## src/rtl/tap_streamer.sv

```systemverilog
// Circular tap delay line that streams its TAPS newest samples, newest first,
// over a valid/ready handshake each time a new sample is accepted.
module tap_streamer #(
   parameter int N    = 16,
   parameter int TAPS = 8
) (
   input  logic                    clk,
   input  logic                    rst,
   input  logic                    ena,
   input  logic [N-1:0]            d,
   output logic                    out_valid,
   input  logic                    out_ready,
   output logic [N-1:0]            out_data,
   output logic [$clog2(TAPS)-1:0] out_idx,
   output logic                    out_last,
   output logic                    busy,
   output logic                    drop
);

   localparam int IW = $clog2(TAPS);
   localparam logic [IW-1:0] LAST_IDX = IW'(TAPS - 1);

   if (TAPS < 2 || (TAPS & (TAPS - 1)) != 0) begin : g_bad_taps
      $error("tap_streamer: TAPS must be a power of two and at least 2");
   end

   typedef enum logic {IDLE, STREAM} state_t;

   state_t         state, state_nxt;
   logic [N-1:0]   tap_mem [TAPS];
   logic [IW-1:0]  wr_ptr;
   logic [IW-1:0]  rd_ptr;
   logic [IW-1:0]  idx_nxt;
   logic           xfer;
   logic           final_xfer;
   logic           accept;
   logic           drop_nxt;
   logic           last_nxt;

   // A new sample is taken when idle, or on the very edge that retires the
   // last tap, so back-to-back streams run without a bubble.
   always_comb begin
      xfer       = (state == STREAM) && out_ready;
      final_xfer = xfer && (out_idx == LAST_IDX);
      accept     = ena && ((state == IDLE) || final_xfer);
      drop_nxt   = ena && !accept;
      state_nxt  = state;
      idx_nxt    = out_idx;
      if (accept) begin
         state_nxt = STREAM;
         idx_nxt   = '0;
      end else if (final_xfer) begin
         state_nxt = IDLE;
         idx_nxt   = '0;
      end else if (xfer) begin
         idx_nxt   = out_idx + IW'(1);
      end
      last_nxt = (state_nxt == STREAM) && (idx_nxt == LAST_IDX);
   end

   always_ff @(posedge clk or negedge rst) begin
      if (!rst) begin
         state    <= IDLE;
         out_idx  <= '0;
         out_last <= 1'b0;
         drop     <= 1'b0;
         wr_ptr   <= '0;
      end else begin
         state    <= state_nxt;
         out_idx  <= idx_nxt;
         out_last <= last_nxt;
         drop     <= drop_nxt;
         if (accept) begin
            wr_ptr <= wr_ptr + IW'(1);
         end
      end
   end

   // Entries are cleared on reset so taps not yet written read as zero.
   always_ff @(posedge clk or negedge rst) begin
      if (!rst) begin
         for (int i = 0; i < TAPS; i++) begin
            tap_mem[i] <= '0;
         end
      end else if (accept) begin
         tap_mem[wr_ptr] <= d;
      end
   end

   // wr_ptr points one past the newest entry; modular wrap is free since TAPS is 2^IW.
   assign rd_ptr    = wr_ptr - IW'(1) - out_idx;
   assign out_data  = tap_mem[rd_ptr];
   assign out_valid = (state == STREAM);
   assign busy      = (state == STREAM);

endmodule
```

## config.mk

```make
export PLATFORM = sky130hd
export DESIGN_NAME = tap_streamer
export DESIGN_NICKNAME = d
export VERILOG_FILES = /design/src/rtl/tap_streamer.sv
export SDC_FILE = /design/constraint.sdc
export NUM_CORES = 1
export LEC_CHECK = 0
export CAP_MARGIN = 30
export CORE_ASPECT_RATIO = 1.2
export CORE_UTILIZATION = 30
export DETAILED_ROUTE_END_ITERATION = 16
export GPL_TIMING_DRIVEN = 1
export PLACE_DENSITY = 0.55
export SETUP_SLACK_MARGIN = 0.05
export SYNTH_ARGS = -nofsm -noshare
export SYNTH_HDL_FRONTEND = slang
export SYNTH_SLANG_ARGS = --single-unit
```

## constraint.sdc

```tcl
create_clock -name clk -period 2.75 [get_ports clk]
set_clock_uncertainty 0.1 [all_clocks]
set_input_delay 0.4125 -clock clk [delete_from_list [all_inputs] [get_ports clk]]
set_output_delay 0.4125 -clock clk [all_outputs]
set_load 0.05 [all_outputs]
```

==> reports/qor.yml <==
maxSlewHeadroom: 0.626
drt_iter0_markers: 128
setup_tns_ns: -4.48
swShare: 0.350
rows: 59
io_pins: 43
pwr_density_cell_nw_per_um2: 1310
antenna_found_initial: 0
clk_path_buf_depth: 2
yosys_most_used_dff: "dfrtp_1"
ant_nets: 0
synth_nets: 403
avgViaCountPerCell: 4.80
worstSetupPathType: "flip-flop to primary output"
tightest_slew_ns: 0.561
fin_crit_sh: 1.11
cpMostUsedCell: "buf_12"
rsz0062_at_grt: "true"
clk_latency_ns: 0.41
vias: 3454
netlist_instances: 378
synth-adder-area-share: 0.0105
synth_common_cells: "dfrtp_1, mux2_2, mux2_4, mux4_2, buf_6"
tritoncts: "done"
min_path_type: "flip-flop to flip-flop"
fp.dieH_um: 165
worstPathRequired_ns: 2.24
syn_to_final_growth_pct: 23.7
clkPwrFrac: 0.204
place_hpwl_mm: 8.47
drt_first_pass_iters: 4
cts-root-buf: "clkbuf_16"
overflow: 0
grt_max_degree: 77
p_switching_mw: 3.77
yosysSeqAreaShare: 0.515
grt_pass1_wl_mm: 22.6
synthSimpleGateAreaFrac: 0.0399
synthMuxAreaShare: 0.390
cts-htree-levels: 4
fin_ws_ns: -0.313
synth_top_family_by_area: "multiplexers"
worst_setup_path_start_kind: "flip-flop"
peakVddDrop_mv: 0.665
port_buffers: 42
grt_usage: 0.137
p_int_mw: 7.00
num-fill-cells: 2025
synth_edf_count: 0
die_width_um: 138
worst_setup_path_end_kind: "primary output"
pre_cts_slack_ns: 0.0902
slowest_stage: "fa_2"
yosysWarnings: 0
avgSynthCellArea_um2: 17.6
arrival_ns: 2.55
regToRegStartpoint: "out_idx[0]"
diodes: 0
ff2ff_setup_slack_ns: 0.27
cellLeakagePower_nw: 4.02
route.detailed.drc: 0
cts-buffers-inserted: 17
hold_start: "tap_mem[93]"
synth_top_area_cell: "dfrtp_1"
synth-async-reset-ratio: 1.00
finalHoldViolations: 0
wl_per_cell_um: 19.2
min_to: "tap_mem[93]"
combPwrFrac: 0.527
fin_crit_ns: 3.06
start_util: 0.307
run_status: "complete, but fails checks"
drt_wl_total_mm: 13.8
dp_cells: 687
p_seq_frac: 0.268
drive_above_1_share: 0.574
fin_cells: 720
core_area_um2: 21700
grt_pass1_vias: 3956
whs_ns: 0.396
finalNetCount: 460
path_max_fanout: 24
fmax_ghz: 0.327
path_cells: "ha_4 > fa_2 > buf_12 > mux4_2 > mux2_4 > buf_12"
yosys.cell_types.count: 34
slew_viol_final: 0
synth_xor_area_frac: 0.00639
rr_worst_depth: 7
globalplace.congestion: 0.710
timing.rr.end: "tap_mem[118]"
cap_violations: 0
clkTransAtPathRegs_ns: 0.05
crit_buf_inv: 2
hold_depth: 1
crit_family: "adder cells"
yosysTopAreaCellShare: 0.515
yosysMostFrequentCell: "dfrtp_1"
synth-compound-area-share: 0.00790
netlist_top_cells_area: "dfrtp_1, mux2_2, mux2_4"
finalSetupViolations: 16
ys_ff_latch: 137
die-area_um2: 22800
violations: "setup timing"
synth_area_um2: 6650
slowest_delay_ns: 0.56
cts.sinks: 137
-- cell type report --
type / count / area [µm²] / area share
Multi-Input combinational cell: 218 / 3100 / 0.377
Sequential cell: 137 / 3430 / 0.417
Clock buffer: 22 / 474 / 0.0576
Tap cell: 274 / 343 / 0.0417
Timing Repair Buffer: 58 / 771 / 0.0937
Inverter: 3 / 11.3 / 0.00137
Clock inverter: 8 / 96.3 / 0.0117
-- cell usage in the layout (no fill, tap or decap), types with 2 or more instances in the layout --
cell type / synthesis / final
nand2_1: 4 / 4
dfrtp_1: 137 / 135
bufinv_16: 0 / 2
clkbuf_8: 1 / 3
nand4_4: 3 / 3
clkbuf_16: 0 / 17
dfrtp_2: 0 / 2
buf_12: 1 / 21
xnor2_1: 2 / 2
mux2_4: 61 / 76
buf_6: 9 / 2
mux4_2: 32 / 32
nor2_1: 3 / 3
mux2_2: 85 / 70
nand4b_4: 4 / 4
clkinv_2: 0 / 4
ha_1: 4 / 3
nand3_1: 2 / 2
inv_1: 3 / 2
clkdlybuf4s50_1: 0 / 25
buf_4: 5 / 9
and2b_1: 3 / 3
clkbuf_1: 1 / 2
o21ai_0: 2 / 2
-- power groups by stage --
stage | clock network, mW | registers, mW | logic [mW]
after floorplan | 0 | 2.92 | 3.60
after global placement | 0 | 2.88 | 5.57
after detailed placement | 0 | 2.91 | 5.60
after CTS | 2.26 | 2.89 | 5.78
after global routing | 2.36 | 2.96 | 6.00
final | 2.20 | 2.89 | 5.68
-- flip-flops by register name, indices dropped and copies added (netlist names) --
register,flops
tap_mem,128
out_idx,3
wr_ptr,3
busy,1
drop,1
out_last,1
-- worst max path at each step --
stage	startpoint	endpoint	cells past startpoint
after floorplan	out_idx[0]	out_data[0]	7
after global placement	out_idx[0]	out_data[1]	7
after detailed placement	out_idx[0]	out_data[13]	8
after CTS	wr_ptr[0]	out_data[15]	6
after global routing	out_idx[0]	out_data[15]	7
final	wr_ptr[0]	out_data[15]	6
-- cells by family after synthesis --
logic type	after synthesis
xor gates and xnor gates	4
muxes	178
AOI/OAI and AO/OA	6
buffers and inverters	23
and+or+nand+nor	25
adders and majority gates	5
DFF	137
-- worst reg2reg max path, stage by stage (launching register included) --
cell and delay (ns):
dfrtp_2 0.36, buf_4 0.10, buf_4 0.12, ha_1 0.16, ha_1 0.21, a21bo_4 0.32, nand4b_4 0.52, mux2_4 0.48
-- through the flow --
step | power, mW | cell area [µm²] | util
after floorplan | 6.53 | 6710 | -
after global placement | 8.45 | 7590 | 0.350
after detailed placement | 8.51 | 7590 | 0.350
after CTS | 10.9 | 8230 | 0.379
after global routing | 11.3 | 8230 | 0.379
final | 10.8 | 8230 | 0.379
-- per-layer routing --
layer | GRT usage | share of wire | up-vias
met3 | 0.0336 | 0.028 | 13
met4 | 0.0494 | 0.013 | 0
li1 | - | - | 1534
met5 | 0 | 0 | -
met2 | 0.221 | 0.51 | 40
met1 | 0.177 | 0.45 | 1867
-- timing repair --
item                                    CTS  global route
hold endpoints to repair                 32             0
endpoints found under the setup margin   16            16
hold buffers                              1             0
resized for setup                         9             0
pin swaps                                 1             0
buffers inserted                          2             0
Note: power is estimated with default switching activity, not from simulation.
